===== src/rtl/icetap_pkg.sv =====
// icetap_pkg: shared definitions for the icetap scan-chain initiator and
// the host-side mask builders.
//   - CHAIN_* : scan chain identifiers carried on req_chain
//   - state_t : scan controller FSM encoding
//   - TRIGGER_*: per-channel trigger mask codes
//   - chain_valid / chain_has_return: chain property helpers
package icetap_pkg;

  localparam logic [2:0] CHAIN_CMD          = 3'd0;
  localparam logic [2:0] CHAIN_STATUS       = 3'd1;
  localparam logic [2:0] CHAIN_STORE_MASK   = 3'd2;
  localparam logic [2:0] CHAIN_TRIGGER_MASK = 3'd3;
  localparam logic [2:0] CHAIN_DATA         = 3'd4;

  typedef enum logic [2:0] {
    ST_IDLE     = 3'd0,
    ST_PRE_UPD  = 3'd1,
    ST_SETTLE   = 3'd2,
    ST_SHIFT    = 3'd3,
    ST_POST_UPD = 3'd4,
    ST_RSP      = 3'd5
  } state_t;

  // Two bits per analyser channel in the trigger_mask chain.
  localparam logic [1:0] TRIGGER_IGNORE  = 2'b00;
  localparam logic [1:0] TRIGGER_RISING  = 2'b01;
  localparam logic [1:0] TRIGGER_FALLING = 2'b10;
  localparam logic [1:0] TRIGGER_EITHER  = 2'b11;

  function automatic logic chain_valid(input logic [2:0] chain);
    return chain <= CHAIN_DATA;
  endfunction

  // Chains that return data also have an update port that loads them
  // before shifting (capture-then-shift).
  function automatic logic chain_has_return(input logic [2:0] chain);
    return (chain == CHAIN_STATUS) || (chain == CHAIN_DATA);
  endfunction

endpackage


===== src/rtl/icetap_scan_ctrl_if.sv =====
// icetap_scan_ctrl_if: request/response channel between the host transport
// and the scan controller.
//   req_valid/req_ready handshake with req_chain, req_nr_bits, req_update,
//   req_wr_data; rsp_valid pulse with rsp_err and rsp_rd_data.
//   master = host side, slave = scan controller.
interface icetap_scan_ctrl_if #(
  parameter int MAX_BITS = 64
);
  localparam int CNT_BITS = $clog2(MAX_BITS + 1);

  logic                req_valid;
  logic                req_ready;
  logic [2:0]          req_chain;
  logic [CNT_BITS-1:0] req_nr_bits;
  logic                req_update;
  logic [MAX_BITS-1:0] req_wr_data;
  logic                rsp_valid;
  logic                rsp_err;
  logic [MAX_BITS-1:0] rsp_rd_data;

  modport master (
    output req_valid, req_chain, req_nr_bits, req_update, req_wr_data,
    input  req_ready, rsp_valid, rsp_err, rsp_rd_data
  );

  modport slave (
    input  req_valid, req_chain, req_nr_bits, req_update, req_wr_data,
    output req_ready, rsp_valid, rsp_err, rsp_rd_data
  );
endinterface


===== src/rtl/icetap_scan_ctrl.sv =====
// icetap_scan_ctrl: scan-chain initiator for the icetap analyser core.
// Takes one parallel request at a time, drives the selected chain's
// shift_ena/shift_data/shift_update strobes and returns the bits shifted out.
//   scan_clk, scan_reset : clock, asynchronous active-high reset
//   bus (slave)          : request/response channel
//   cmd_*, status_*, store_mask_*, trigger_mask_*, data_* : scan strobes;
//   status_shift_data / data_shift_data are the chains' return bits.
module icetap_scan_ctrl
  import icetap_pkg::*;
#(
  parameter int MAX_BITS = 64
) (
  input  logic               scan_clk,
  input  logic               scan_reset,
  icetap_scan_ctrl_if.slave  bus,
  output logic               cmd_shift_ena,
  output logic               cmd_shift_data,
  output logic               cmd_shift_update,
  output logic               status_shift_update,
  output logic               status_shift_ena,
  input  logic               status_shift_data,
  output logic               store_mask_shift_ena,
  output logic               store_mask_shift_data,
  output logic               trigger_mask_shift_ena,
  output logic               trigger_mask_shift_data,
  output logic               data_shift_update,
  output logic               data_shift_ena,
  input  logic               data_shift_data
);

  localparam int CNT_BITS = $clog2(MAX_BITS + 1);
  localparam logic [CNT_BITS-1:0] MAX_CNT = CNT_BITS'(MAX_BITS);

  state_t              state_reg, state_next;
  logic [2:0]          chain_reg;
  logic                post_reg;
  logic                err_reg;
  // Shift cycles not yet scheduled onto the registered strobes.
  logic [CNT_BITS-1:0] cnt_reg;
  logic [MAX_BITS-1:0] wr_reg;
  logic [MAX_BITS-1:0] rd_reg;

  logic                accept;
  logic                in_idle;
  logic [2:0]          chain_src;
  logic                err_src;
  logic [CNT_BITS-1:0] n_eff;
  logic [CNT_BITS-1:0] cnt_src;
  logic [CNT_BITS-1:0] bit_idx;
  logic [MAX_BITS-1:0] wr_src;
  logic                shift_bit;
  logic                ret_bit;

  logic cmd_ena_reg, cmd_data_reg, cmd_upd_reg, cmd_ena_next, cmd_data_next, cmd_upd_next;
  logic st_ena_reg, st_upd_reg, st_ena_next, st_upd_next;
  logic sm_ena_reg, sm_data_reg, sm_ena_next, sm_data_next;
  logic tm_ena_reg, tm_data_reg, tm_ena_next, tm_data_next;
  logic dt_ena_reg, dt_upd_reg, dt_ena_next, dt_upd_next;
  logic rsp_valid_reg, rsp_err_reg, rsp_valid_next, rsp_err_next;

  // Strobes are registered from state_next, so while accepting the request
  // fields must come straight from the bus rather than the latched copies.
  assign in_idle   = (state_reg == ST_IDLE);
  assign accept    = in_idle && bus.req_valid;
  assign n_eff     = (bus.req_nr_bits > MAX_CNT) ? MAX_CNT : bus.req_nr_bits;
  assign chain_src = in_idle ? bus.req_chain : chain_reg;
  assign err_src   = in_idle ? !chain_valid(bus.req_chain) : err_reg;
  assign cnt_src   = in_idle ? n_eff : cnt_reg;
  assign wr_src    = in_idle ? bus.req_wr_data : wr_reg;
  assign bit_idx   = cnt_src - CNT_BITS'(1);
  // MSB-first: the next scheduled bit is wr[remaining-1].
  assign shift_bit = |(wr_src & (MAX_BITS'(1) << bit_idx));
  assign ret_bit   = (chain_reg == CHAIN_STATUS) ? status_shift_data :
                     (chain_reg == CHAIN_DATA)   ? data_shift_data   : 1'b0;

  always_ff @(posedge scan_clk or posedge scan_reset) begin
    if (scan_reset) state_reg <= ST_IDLE;
    else            state_reg <= state_next;
  end

  always_comb begin
    state_next = state_reg;
    unique case (state_reg)
      ST_IDLE: begin
        if (bus.req_valid) begin
          if (!chain_valid(bus.req_chain))                           state_next = ST_RSP;
          else if (bus.req_update && chain_has_return(bus.req_chain)) state_next = ST_PRE_UPD;
          else if (n_eff != '0)                                      state_next = ST_SHIFT;
          else if (bus.req_update && bus.req_chain == CHAIN_CMD)      state_next = ST_POST_UPD;
          else                                                       state_next = ST_RSP;
        end
      end
      ST_PRE_UPD:  state_next = ST_SETTLE;
      ST_SETTLE:   state_next = (cnt_reg != '0) ? ST_SHIFT : ST_RSP;
      ST_SHIFT: begin
        if (cnt_reg != '0) state_next = ST_SHIFT;
        else if (post_reg) state_next = ST_POST_UPD;
        else               state_next = ST_RSP;
      end
      ST_POST_UPD: state_next = ST_RSP;
      ST_RSP:      state_next = ST_IDLE;
      default:     state_next = ST_IDLE;
    endcase
  end

  always_ff @(posedge scan_clk or posedge scan_reset) begin
    if (scan_reset) begin
      chain_reg <= '0;
      post_reg  <= 1'b0;
      err_reg   <= 1'b0;
      cnt_reg   <= '0;
      wr_reg    <= '0;
      rd_reg    <= '0;
    end else begin
      if (accept) begin
        chain_reg <= bus.req_chain;
        post_reg  <= bus.req_update && (bus.req_chain == CHAIN_CMD);
        err_reg   <= !chain_valid(bus.req_chain);
        wr_reg    <= bus.req_wr_data;
        rd_reg    <= '0;
        cnt_reg   <= n_eff;
      end
      if (state_next == ST_SHIFT) cnt_reg <= bit_idx;
      // Return bit is valid during the shift cycle itself.
      if (state_reg == ST_SHIFT) rd_reg <= {rd_reg[MAX_BITS-2:0], ret_bit};
    end
  end

  always_comb begin
    cmd_ena_next   = (state_next == ST_SHIFT) && (chain_src == CHAIN_CMD);
    cmd_data_next  = cmd_ena_next && shift_bit;
    cmd_upd_next   = (state_next == ST_POST_UPD);
    st_ena_next    = (state_next == ST_SHIFT) && (chain_src == CHAIN_STATUS);
    st_upd_next    = (state_next == ST_PRE_UPD) && (chain_src == CHAIN_STATUS);
    sm_ena_next    = (state_next == ST_SHIFT) && (chain_src == CHAIN_STORE_MASK);
    sm_data_next   = sm_ena_next && shift_bit;
    tm_ena_next    = (state_next == ST_SHIFT) && (chain_src == CHAIN_TRIGGER_MASK);
    tm_data_next   = tm_ena_next && shift_bit;
    dt_ena_next    = (state_next == ST_SHIFT) && (chain_src == CHAIN_DATA);
    dt_upd_next    = (state_next == ST_PRE_UPD) && (chain_src == CHAIN_DATA);
    rsp_valid_next = (state_next == ST_RSP);
    rsp_err_next   = rsp_valid_next && err_src;
  end

  always_ff @(posedge scan_clk or posedge scan_reset) begin
    if (scan_reset) begin
      {cmd_ena_reg, cmd_data_reg, cmd_upd_reg} <= '0;
      {st_ena_reg, st_upd_reg}                 <= '0;
      {sm_ena_reg, sm_data_reg}                <= '0;
      {tm_ena_reg, tm_data_reg}                <= '0;
      {dt_ena_reg, dt_upd_reg}                 <= '0;
      {rsp_valid_reg, rsp_err_reg}             <= '0;
    end else begin
      {cmd_ena_reg, cmd_data_reg, cmd_upd_reg} <= {cmd_ena_next, cmd_data_next, cmd_upd_next};
      {st_ena_reg, st_upd_reg}                 <= {st_ena_next, st_upd_next};
      {sm_ena_reg, sm_data_reg}                <= {sm_ena_next, sm_data_next};
      {tm_ena_reg, tm_data_reg}                <= {tm_ena_next, tm_data_next};
      {dt_ena_reg, dt_upd_reg}                 <= {dt_ena_next, dt_upd_next};
      {rsp_valid_reg, rsp_err_reg}             <= {rsp_valid_next, rsp_err_next};
    end
  end

  assign bus.req_ready            = in_idle;
  assign bus.rsp_valid            = rsp_valid_reg;
  assign bus.rsp_err              = rsp_err_reg;
  assign bus.rsp_rd_data          = rd_reg;
  assign cmd_shift_ena            = cmd_ena_reg;
  assign cmd_shift_data           = cmd_data_reg;
  assign cmd_shift_update         = cmd_upd_reg;
  assign status_shift_ena         = st_ena_reg;
  assign status_shift_update      = st_upd_reg;
  assign store_mask_shift_ena     = sm_ena_reg;
  assign store_mask_shift_data    = sm_data_reg;
  assign trigger_mask_shift_ena   = tm_ena_reg;
  assign trigger_mask_shift_data  = tm_data_reg;
  assign data_shift_ena           = dt_ena_reg;
  assign data_shift_update        = dt_upd_reg;

endmodule


===== src/flat_wrapper.sv =====
// flat-port wrapper written by rule: the top's interface ports become plain ports
module icetap_scan_ctrl_flat import icetap_pkg::*;
#(
  parameter int MAX_BITS = 64
)
  (scan_clk, scan_reset, cmd_shift_ena, cmd_shift_data, cmd_shift_update, status_shift_update, status_shift_ena, status_shift_data, store_mask_shift_ena, store_mask_shift_data, trigger_mask_shift_ena, trigger_mask_shift_data, data_shift_update, data_shift_ena, data_shift_data, bus_req_valid, bus_req_chain, bus_req_nr_bits, bus_req_update, bus_req_wr_data, bus_req_ready, bus_rsp_valid, bus_rsp_err, bus_rsp_rd_data);
  icetap_scan_ctrl_if #(.MAX_BITS(MAX_BITS)) bus_i ();
  input  logic scan_clk;
  input  logic scan_reset;
  output logic cmd_shift_ena;
  output logic cmd_shift_data;
  output logic cmd_shift_update;
  output logic status_shift_update;
  output logic status_shift_ena;
  input  logic status_shift_data;
  output logic store_mask_shift_ena;
  output logic store_mask_shift_data;
  output logic trigger_mask_shift_ena;
  output logic trigger_mask_shift_data;
  output logic data_shift_update;
  output logic data_shift_ena;
  input  logic data_shift_data;
  input wire logic [$bits(bus_i.req_valid)-1:0] bus_req_valid;
  input wire logic [$bits(bus_i.req_chain)-1:0] bus_req_chain;
  input wire logic [$bits(bus_i.req_nr_bits)-1:0] bus_req_nr_bits;
  input wire logic [$bits(bus_i.req_update)-1:0] bus_req_update;
  input wire logic [$bits(bus_i.req_wr_data)-1:0] bus_req_wr_data;
  output wire logic [$bits(bus_i.req_ready)-1:0] bus_req_ready;
  output wire logic [$bits(bus_i.rsp_valid)-1:0] bus_rsp_valid;
  output wire logic [$bits(bus_i.rsp_err)-1:0] bus_rsp_err;
  output wire logic [$bits(bus_i.rsp_rd_data)-1:0] bus_rsp_rd_data;
  assign bus_i.req_valid = bus_req_valid;
  assign bus_i.req_chain = bus_req_chain;
  assign bus_i.req_nr_bits = bus_req_nr_bits;
  assign bus_i.req_update = bus_req_update;
  assign bus_i.req_wr_data = bus_req_wr_data;
  assign bus_req_ready = bus_i.req_ready;
  assign bus_rsp_valid = bus_i.rsp_valid;
  assign bus_rsp_err = bus_i.rsp_err;
  assign bus_rsp_rd_data = bus_i.rsp_rd_data;
  icetap_scan_ctrl #(.MAX_BITS(MAX_BITS)) u_core (.scan_clk(scan_clk), .scan_reset(scan_reset), .bus(bus_i), .cmd_shift_ena(cmd_shift_ena), .cmd_shift_data(cmd_shift_data), .cmd_shift_update(cmd_shift_update), .status_shift_update(status_shift_update), .status_shift_ena(status_shift_ena), .status_shift_data(status_shift_data), .store_mask_shift_ena(store_mask_shift_ena), .store_mask_shift_data(store_mask_shift_data), .trigger_mask_shift_ena(trigger_mask_shift_ena), .trigger_mask_shift_data(trigger_mask_shift_data), .data_shift_update(data_shift_update), .data_shift_ena(data_shift_ena), .data_shift_data(data_shift_data));
endmodule

===== config.mk =====
export PLATFORM = sky130hd
export DESIGN_NAME = icetap_scan_ctrl_flat
export DESIGN_NICKNAME = d
export VERILOG_FILES = /design/src/rtl/icetap_pkg.sv /design/src/rtl/icetap_scan_ctrl_if.sv /design/src/rtl/icetap_scan_ctrl.sv /design/src/flat_wrapper.sv
export SDC_FILE = /design/constraint.sdc
export NUM_CORES = 1
export LEC_CHECK = 0
export ABC_AREA = 1
export CAP_MARGIN = 20
export CORE_MARGIN = 2
export CORE_UTILIZATION = 47
export CTS_CLUSTER_DIAMETER = 50
export DETAILED_ROUTE_END_ITERATION = 12
export GPL_TIMING_DRIVEN = 0
export HOLD_SLACK_MARGIN = 0.03
export PLACE_DENSITY_LB_ADDON = 0.3
export SYNTH_ARGS = -nofsm -noshare
export SYNTH_HDL_FRONTEND = slang
export SYNTH_SLANG_ARGS = --single-unit

===== constraint.sdc =====
create_clock -name scan_clk -period 5.15 [get_ports scan_clk]
set_clock_uncertainty 0.15 [all_clocks]
set_input_delay 0.7725 -clock scan_clk [delete_from_list [all_inputs] [get_ports scan_clk]]
set_output_delay 0.7725 -clock scan_clk [all_outputs]
set_load 0.005 [all_outputs]

Word-level counts from Yosys, hierarchy flattened
Index checks and enable logic that the tools add are counted.
{ "classes": {"addsub": 1, "mul": 0, "n_div": 0, "magnitude_cmp": 2, "n_eq_ne": 16, "shifts": 1, "muxes": 20, "bitwise_logic": 1, "n_reduce_logical": 24} }
{ "ops": {"columns": ["operator", "count"], "rows": [
  ["two-way mux 64 bit", 3],
  ["bitwise AND 64 bit", 1],
  ["OR reduction 64 bit", 1],
  ["<< shifter 1 x 7 -> 64 bit, first input constant", 1],
  ["two-way mux 7 bit", 4],
  ["two-way mux 3 bit", 7],
  ["equality test 3 bit, second input constant", 6],
  ["equality test 3 x 1 -> 1 bit, second input constant", 5],
  ["equality test 3 x 2 -> 1 bit, second input constant", 5],
  ["case mux 3 bit (5 select lines)", 1],
  ["logical AND 1 bit", 14],
  ["nonzero test 7 bit", 2],
  ["zero test 3 bit", 3],
  ["greater-than comparator 7 bit, second input constant", 1],
  ["subtractor 7 x 1 -> 7 bit, second input constant", 1],
  ["two-way mux 1 bit", 5],
  ["nonzero test 2 bit", 2],
  ["less-or-equal comparator 3 bit, second input constant", 1],
  ["zero test 1 bit", 1],
  ["logical OR 1 bit", 1]
]} }
{ "word_totals": {"regBits": 156, "latchBits": 0, "ramBits": 0, "rom_bits": 0, "inputBits": 80, "output_inout_bits": 78, "elab_cells": 85, "memories": 0} }

Depth between registers and ports, before layout
Gate-level depths: netlist of the first run.
{ "depth": {"depth_word": 11, "ltp_mapped": 19, "depth_no_buf": 18} }

Worst setup path after synthesis of the first run
OpenSTA, ideal clock, no wires.
{ "synth_timing": {"path_type": "input to register", "start": "input bus_req_nr_bits[4]", "end": "register u_core.cmd_data_reg, in the netlist u_core.cmd_shift_data", "setup_ps": 78, "arrival_time_ps": 2893, "required_ps": 4922, "setup_slack_ps": 2029, "cell_stages": 17, "n_path_buf": 0, "path_cell_list": "nor2_1 nand3_1 nand2_1 nand3_1 nand2_1 inv_1 ha_1 ha_1 nor2_1 nand3_1 o21ai_0 nor2_1 nand2_1 nor2_1 nand2_1 nand2_1 a21oi_1"} }
{ "synth_between": {"elab_chain_cells": 11, "word_cells_on_any_way": 16, "cone_classes": "1 x add/sub; 1 x order compare; 1 x eq/ne; 1 x shift; 7 x mux; 1 x bitwise; 4 x reduce/logical"} }
{ "synth_rtl": {"columns": ["element", "line", "source"], "rows": [
  ["start: declaration", "flat_wrapper.sv:25", "input wire logic [$bits(bus_i.req_nr_bits)-1:0] bus_req_nr_bits;"],
  ["greater-than comparator 7 bit", "icetap_scan_ctrl.sv:65", "assign n_eff = (bus.req_nr_bits > MAX_CNT) ? MAX_CNT : bus.req_nr_bits;"],
  ["two-way mux 7 bit *", "icetap_scan_ctrl.sv:65", null],
  ["branches (longest 8 deep; another with subtractor 7 x 1 -> 7 bit)", null, null],
  ["logical AND 1 bit *", "icetap_scan_ctrl.sv:131", "cmd_data_next = cmd_ena_next && shift_bit;"],
  ["net u_core.cmd_data_next", "icetap_scan_ctrl.sv:54", "logic cmd_ena_reg, cmd_data_reg, cmd_upd_reg, cmd_ena_next, cmd_data_next, cmd_upd_next;"],
  ["end signal: assignment", "icetap_scan_ctrl.sv:154", "{cmd_ena_reg, cmd_data_reg, cmd_upd_reg} <= {cmd_ena_next, cmd_data_next, cmd_upd_next};"],
  ["end: declaration", "icetap_scan_ctrl.sv:54", null]
]} }
Mark *: on every way through the listed nets, which the timed path passes.
A chain may end at the register's enable or synchronous reset.

Worst setup path after layout of the first run
{ "layout_timing": {"start": "input bus_req_nr_bits[2]", "end": "register u_core.cmd_data_reg, in the netlist u_core.cmd_shift_data"} }
The elaborated chain is that of the path after synthesis.

==> results summary, run 1 <==
The critical path goes through clkdlybuf4s50_1, nor2_1, nand3_1, nand2_1, nand3_1, nand2_1, inv_1, ha_1, ha_1, nor2_1, nand3_1, o21ai_0, nor2_1, nand2_1, nor2_1, nand2_1, nand2_1, a21oi_1. Tracing the worst setup path back leads to its startpoint at bus_req_nr_bits[2]. Clock-pin slew was measured on the worst setup and hold paths at 0.07 ns. The number of buffers added for setup after CTS came out at 0. Among cell families on the critical path, the largest total delay comes from simple AND/OR/NAND/NOR gates. The slowest cell on the critical path is nor2_1. The DRC violation count after routing came out at 0. The H-tree was split into 4 levels.

The initial antenna violation count came to 0. The critical path is of the input port to register type. The worst setup path endpoint is u_core.cmd_shift_data$_DFF_PP0_. The gate count of the mapped netlist came out at 980. The total placed cells including tap cells came out at 1354. The worst relative slew slack is 38.98%. The post-cts resize count is 0.

The number of endpoints with negative hold slack in the final report is 0. The area overhead of the layout relative to synthesis is 31.84%. The number of distinct library cells after synthesis is 37. The worst path meets setup with 0.9856 ns of slack. Setup violations remaining at the end of the flow were counted as 0. The number of port buffers came out at 157. The routed design could run at a clock period as short as 4.164 ns. The placer's final routability congestion estimate is 0.9434. The CTS tree is built.

The maximum fanout encountered on the critical timing path is 8. Excluding fillers, the count of instances in the completed layout stands at 1386. In the layout the commonest cells are nand2_1 (208), inv_1 (164), clkdlybuf4s50_1 (157). After detailed routing, the average wire length per cell comes to 17.22 µm.

The register bit count reported by yosys is 156. The TritonCTS buffer count is 17. The worst-margin pin slew came out at 0.9119 ns. The max-slew violation count is 0.

In the finished design, the share of the clock period the worst path needs comes to 80.86%. The synthesized-area fraction occupied by ao, oa, aoi and oai cells is 16.47%. The overall overflow remaining after global route is 0. The clock insertion delay at the later pin of the skew report is 0.44 ns.

Once the floorplan was initialized, standard cells occupied 48.54% of the core. The cell depth of the worst hold path came out at 2. The average footprint of a synthesized cell is 7.925 µm².

The total number of vias came out at 7571. The total routing usage reported by global routing came out at 27.45%. The power density over cell area came out at 657.6 nW/µm².

Counting both buffers and inverters, the worst setup path holds a total of 2. The worst-case IR drop observed on VDD is 0.0004491 V. The number of search-and-repair iterations in the first detailed-routing pass came out at 5.

The length in cells of the worst reg-to-reg path came out at 17. The final routed wirelength across all metal layers came out at 23.87 mm. The cell that appears most often on the critical path is nand2_1. The simple-gate share of the synthesized area came out at 20.32%.

The post-placement setup slack is 0.7103 ns. For this block, the initial DRC count from the detailed router was 777. The combinational family with the most area after synthesis is simple AND/OR/NAND/NOR gates. The area of the core region came out at 16000 µm². Dividing the detail-routed via count by the number of cells gives 5.462. Yosys printed 0 warnings. The via count of the first global-routing pass is 7340. The global-route wire length before repair came out at 37.69 mm. The synthesized netlist devotes 0.2256% of its cell area to XOR and XNOR gates. The number of clock sinks came out at 156.

The number of diodes came out at 0. At the end of the flow, the number of nets in the layout was 1243. The endpoint identified for the worst register-to-register timing path is u_core.cmd_shift_data$_DFF_PP0_. The library cell used most frequently in the layout, excluding fill and tap cells, is nand2_1. The number of cells on the critical path came out at 18. The row count came out at 46. The upper clock frequency limit is 240.1 MHz. The detailed placement HPWL is 16.73 mm. The number of nets in the synthesized netlist came out at 1066. The kind of capture point of the worst setup path is a register. The fraction of layout cells with a size suffix above 1 is 5.726%.

The run finished with clean final reports. The required time of the critical path is 5.34 ns. The number of buffers on the longest clock path came out at 2. The post-route antenna net violation count is 0.

The worst register-to-register path begins at u_core.state_reg[1]$_DFF_PP0_. The cell area that synthesis handed to floorplanning was 7766 µm². The leakage component of the power is 4.831 nW. The sequential cell area fraction in the yosys report came out at 50.27%. The worst setup path is launched from an input port.

The hold buffer count at cts is 0. The tree is rooted in a clkbuf_16. Max-cap violations in this run came to 0. Setup repair after global routing left no endpoint under its margin. In this run the horizontal extent of the chip is 132.5 µm. The worst endpoint data arrival time came out at 4.36 ns. In this run the register-to-register setup slack is 1.40 ns.

The adder-cell area share of the yosys netlist is 0.9667%. The floorplan die area came out at 17570 µm². The biggest cell delay along the critical path is 0.71 ns.

The count of boundary I/O pins came out at 158. The multiplexer share of the synthesized area is 0.3867%. The vertical die dimension is 132.5 µm. The worst hold path belongs to the class register to register. The largest net degree at the start of global routing is 81.
==> synth_stat cells (all sizes together) <==
library cell / n / area (µm²)
o211ai: 2 / 15.01
ha: 6 / 75.07
dfrtp: 156 / 3904
o311ai: 2 / 17.52
or2: 1 / 6.260
a21boi: 1 / 7.510
nand2: 213 / 817.0
mux2i: 3 / 30.03
nand3b: 1 / 7.510
nand3: 26 / 135.1
a21oi: 7 / 35.03
clkinv: 2 / 8.750
o21ai: 152 / 764.5
o22ai: 62 / 387.9
nor4: 2 / 12.51
o221ai: 2 / 17.52
a211oi: 1 / 7.510
nor3: 4 / 20.02
inv: 166 / 623.1
clkbuf: 41 / 153.9
xor2: 2 / 17.52
nor2: 50 / 210.2
buf: 16 / 97.59
nand4: 59 / 369.1
o32ai: 2 / 17.52
a221oi: 1 / 8.760
==> area by class of cell <==
cell class	count	area [µm²]
timing repair buffer	158	1599
sequential	156	3904
buffer	57	251.5
multi-input combinational	599	2979
inverter	168	636.9
clock inverter	15	172.7
fill	1438	5762
tap	216	270.3
clock buffer	17	425.4
==> kinds of logic after synthesis <==
logic type / Yosys count
adder cells (fa/ha/maj): 6
AO/OA/AOI/OAI: 232
buffers and inverters: 225
AND/OR/NAND/NOR: 356
XOR/XNOR: 2
flip-flops: 156
multiplexers: 3
==> report_power, final <==
part	switching [W]	leakage, nW	internal, W
clock	0.000586	0.292	0.000694
sequential	0.000271	2.05	0.00173
combinational	0.00222	2.49	0.00124
total	0.00307	4.83	0.00366
==> stage by stage <==
stage	util (%)	power (W)	cell area [µm²]	setup TNS (ns)	hold slack, ns
final	63.99	0.006732	10240	0	0.3300
after global routing	63.99	0.007205	10240	0	0.3559
after CTS	63.99	0.006672	10240	0	0.3350
after detailed placement	60.25	0.005372	9641	0	0.3192
after global placement	60.05	0.005310	9608	-334.28	0.3028
after floorplan	-	0.004025	7766	0	0.2916
==> tightest hold or removal path: cells and delay by family (launching register included) <==
kind            cells  cell delay, ns
flops               1            0.34
compound gates      1            0.06
simple gates        1            0.05
==> how the worst min path moves through the flow <==
stage | from | to | slack (ns)
after floorplan | u_core.wr_reg[34]$_DFFE_PP0P_ | u_core.wr_reg[34]$_DFFE_PP0P_ | 0.29
after global placement | u_core.wr_reg[9]$_DFFE_PP0P_ | u_core.wr_reg[9]$_DFFE_PP0P_ | 0.30
after detailed placement | u_core.wr_reg[56]$_DFFE_PP0P_ | u_core.wr_reg[56]$_DFFE_PP0P_ | 0.32
after CTS | u_core.wr_reg[56]$_DFFE_PP0P_ | u_core.wr_reg[56]$_DFFE_PP0P_ | 0.33
after global routing | u_core.wr_reg[35]$_DFFE_PP0P_ | u_core.wr_reg[35]$_DFFE_PP0P_ | 0.36
final | u_core.wr_reg[46]$_DFFE_PP0P_ | u_core.wr_reg[46]$_DFFE_PP0P_ | 0.33
==> routing by layer <==
metal / vias up / global-route usage (%) / wire length, µm
met5: - / 0 / 0
met4: 0 / 12.66 / 705
met3: 57 / 9.502 / 2601
met2: 383 / 41.54 / 10800
met1: 3542 / 35.56 / 9763
li1: 3589 / - / -
Power figures use the tool's default switching activity.
==> inputs of run 2 (changes only) <==
--- a/config.mk
+++ b/config.mk
@@ -8,7 +8,7 @@
 export ABC_AREA = 1
 export CAP_MARGIN = 20
 export CORE_MARGIN = 2
-export CORE_UTILIZATION = 47
+export CORE_UTILIZATION = 52
 export CTS_CLUSTER_DIAMETER = 50
 export DETAILED_ROUTE_END_ITERATION = 12
 export GPL_TIMING_DRIVEN = 0
==> constraint.sdc (replaced) <==
create_clock -name scan_clk -period 3.9 [get_ports scan_clk]
set_clock_uncertainty 0.15 [all_clocks]
set_input_delay 0.585 -clock scan_clk [delete_from_list [all_inputs] [get_ports scan_clk]]
set_output_delay 0.585 -clock scan_clk [all_outputs]
set_load 0.005 [all_outputs]
==> run 2 against run 1 <==
Utilization up 6.0 points. Critical endpoint is now u_core.store_mask_shift_data$_DFF_PP0_. First-iteration DRC count rose by 5.9%. Sequential share of layout area grew 0.10 points. Combinational power increased by 33%. Final cell count shrank 2.2%. Cell area down 0.27%. Count of clock-buffer cells in the layout unchanged. Flip-flop and latch count stayed put.
==> results summary, run 2 (same netlist as run 1, synthesis figures left out) <==
The run finished with clean final reports. In this run the post-CTS setup repair buffer count came out at 0. The largest net degree at the start of global routing is 44. Of all nets on the critical path, the largest fanout is 8. Walking the worst path, the cells encountered are clkdlybuf4s50_1, nor2_1, nand3_1, nand2_1, nand3_1, nand2_1, inv_1, ha_1, ha_1, nor2_2, nand3_1, o21ai_0, nor2_1, nand2_1, nor2_1, nand2_1, nand2_1, a21oi_1. The global-route wire length before repair is 37.78 mm.

The worst-case IR drop observed on VDD is 0.0005601 V. The worst setup path is captured at a register. The required time of the critical path came out at 4.10 ns. The share of total power in the clock network is 18.3%.

The most common library cell in the layout ignoring fill and taps is nand2_1. The total number of vias came out at 7593. The number of search-and-repair iterations in the first detailed-routing pass came out at 5. The clock edge transition at the registers on the reported setup and hold paths is 0.07 ns.

The detailed placement HPWL came out at 16.47 mm. The time the worst path needs with I/O delays and setup is 3.716 ns. The flop-to-flop setup slack is 0.41 ns.

The critical register-to-register path startpoint is u_core.state_reg[1]$_DFF_PP0_. The analysis attributes to cell leakage a power of 4.824 nW. The max-slew violation count came out at 0. The biggest cell delay along the critical path is 0.47 ns. TritonCTS built the clock tree. The number of port buffers is 157. The final core area utilization is 69.99%. The total placed cells including tap cells came out at 1324. The fraction of layout cells with a size suffix above 1 is 6.143%. The TritonCTS buffer count came out at 17. The routed wire length per instance came out at 17.61 µm. Routability-driven placement finished with a final weighted congestion of 0.9932. The final critical-path share of the clock period is 95.29%. The area overhead of the layout relative to synthesis is 31.48%. The final setup violation count is 0. The via count of the first global-routing pass is 7548. The library cells used most frequently in the layout, excluding fill and tap cells, are nand2_1 (208), inv_1 (164), clkdlybuf4s50_1 (157). The total routing usage reported by global routing came out at 30.20%. The worst setup path is launched from an input port.

The number of clock sinks came out at 156. Static timing analysis puts the maximum clock frequency at 269.1 MHz. The area of the core region came out at 14590 µm². During I/O placement, the number of pins put on the boundary was 158. The filler-free cell count of the finished design came out at 1356. The number of endpoints with negative hold slack in the final report came out at 0.

Clock tree synthesis selected as its root buffer the cell clkbuf_16. For hold timing, the worst endpoint is u_core.wr_reg[9]$_DFFE_PP0P_. The count of maximum capacitance violations came out at 0. Of the total power, the share spent switching nets is 46.18%. The critical path class is input port to register.

In this run the deepest clock path goes through 2 buffers. The number of fill cells is 1168. After detailed routing, the number of remaining DRC violations is 0. The worst min-delay path class is register to register. Among all stages on the critical path, the largest delay is contributed by nor2_2. Headroom to the max-slew limit came out at 47.65%. The net count of the finished layout is 1245. The internal power is 0.004781 W.

Before CTS, the worst setup slack after placement is -0.3241 ns. In this run the remaining antenna-violating nets after routing total 0. The cell depth of the worst hold path came out at 2.

The number of buffer and inverter instances along the worst setup path is 2. The footprint of the flip-flops and latches came out at 3904 µm². In the post-route analysis, the smallest setup slack over all paths is 0.1836 ns. The H-tree was split into 4 levels. The net load switching power is 0.004102 W. The length in cells of the worst reg-to-reg path is 17.

For the final routed database, the setup TNS stands at 0 ns. The cell that appears most often on the critical path is nand2_1. The starting DRC count in detailed routing came out at 823. Setup repair after global routing left no endpoint under its margin. The overall overflow remaining after global route is 0. The hold buffer count at cts is 0.

The final routed wirelength across all metal layers is 23.88 mm. The initial antenna violation count is 0. In the routed layout, each cell is associated on average with a via count of 5.600. In this run the critical register-to-register path is captured at u_core.store_mask_shift_data$_DFF_PP0_. The post-route total power came out at 0.008883 W. Data on the critical path arrives at its endpoint at 3.92 ns. The cell family contributing the most delay on the critical path is simple AND/OR/NAND/NOR gates. The multi-input combinational cells in the finished layout cover a total of 2992 µm². From bottom edge to top edge, the die measures 126.2 µm. The critical hold path startpoint is u_core.wr_reg[9]$_DFFE_PP0P_. Per report_power, the sequential group accounts for 29.8% of the total. The horizontal die dimension is 126.2 µm. The post-cts resize count is 0.

The worst-margin pin slew is 0.7853 ns. The combinational share of power came out at 51.8%. The die covers 15930 µm².

The clock insertion delay at the later pin of the skew report is 0.44 ns. The row count came out at 44. The initial core utilization is 53.23%. The power density over cell area is 869.9 nW/µm².

0 antenna diodes ended up in the layout.
## run 2: routing by layer
metal  global-route usage, %  vias to the layer above  wire, µm
li1                        -                     3581         -
met1                   38.54                     3574      9599
met4                   12.22                        0       778
met5                       0                        -         0
met2                   47.28                      372     10870
met3                   10.62                       66      2634
## run 2: metrics by stage
| step | hold slack, ns | area (µm²) |
|---|---|---|
| global placement | 0.3045 | 9572 |
| detailed placement | 0.3100 | 9632 |
| floorplan | 0.2916 | 7770 |
| CTS | 0.3261 | 10200 |
| finish | 0.3275 | 10210 |
| global route | 0.3520 | 10210 |
## run 2: how the worst max path moves through the flow
stage / depth (start not counted) / slack, ns / startpoint / endpoint
after floorplan: 17 / 0.97 / bus_req_nr_bits[4] / u_core.cmd_shift_data$_DFF_PP0_
after global placement: 18 / -0.28 / bus_req_nr_bits[2] / u_core.trigger_mask_shift_data$_DFF_PP0_
after detailed placement: 18 / -0.32 / bus_req_nr_bits[2] / u_core.store_mask_shift_data$_DFF_PP0_
after CTS: 18 / 0.10 / bus_req_nr_bits[2] / u_core.store_mask_shift_data$_DFF_PP0_
after global routing: 18 / 0.04 / bus_req_nr_bits[2] / u_core.store_mask_shift_data$_DFF_PP0_
final: 18 / 0.18 / bus_req_nr_bits[2] / u_core.store_mask_shift_data$_DFF_PP0_
## run 2: cell type report
class	count	share of cell area (%)
multi-input combinational	599	29.30
sequential	156	38.23
clock inverter	15	1.385
clock buffer	17	4.166
inverter	168	6.225
buffer	57	2.463
timing repair buffer	160	15.98
tap	184	2.255
## run 2: worst min-delay path, delay by kind of cell, from the launching register on
family,cells,cell delay (ns)
flops,1,0.35
simple gates,2,0.10
## run 2: power by group through the flow
| stage | clock network [W] | logic [W] | registers, W |
|---|---|---|---|
| 2_1_floorplan | 0 | 0.00269 | 0.00262 |
| 3_3_place_gp | 0 | 0.00435 | 0.00264 |
| 4_1_cts | 0.00162 | 0.00447 | 0.00264 |
| 6_report | 0.00163 | 0.00460 | 0.00265 |
| 3_5_place_dp | 0 | 0.00444 | 0.00264 |
| 5_1_grt | 0.00170 | 0.00501 | 0.00272 |
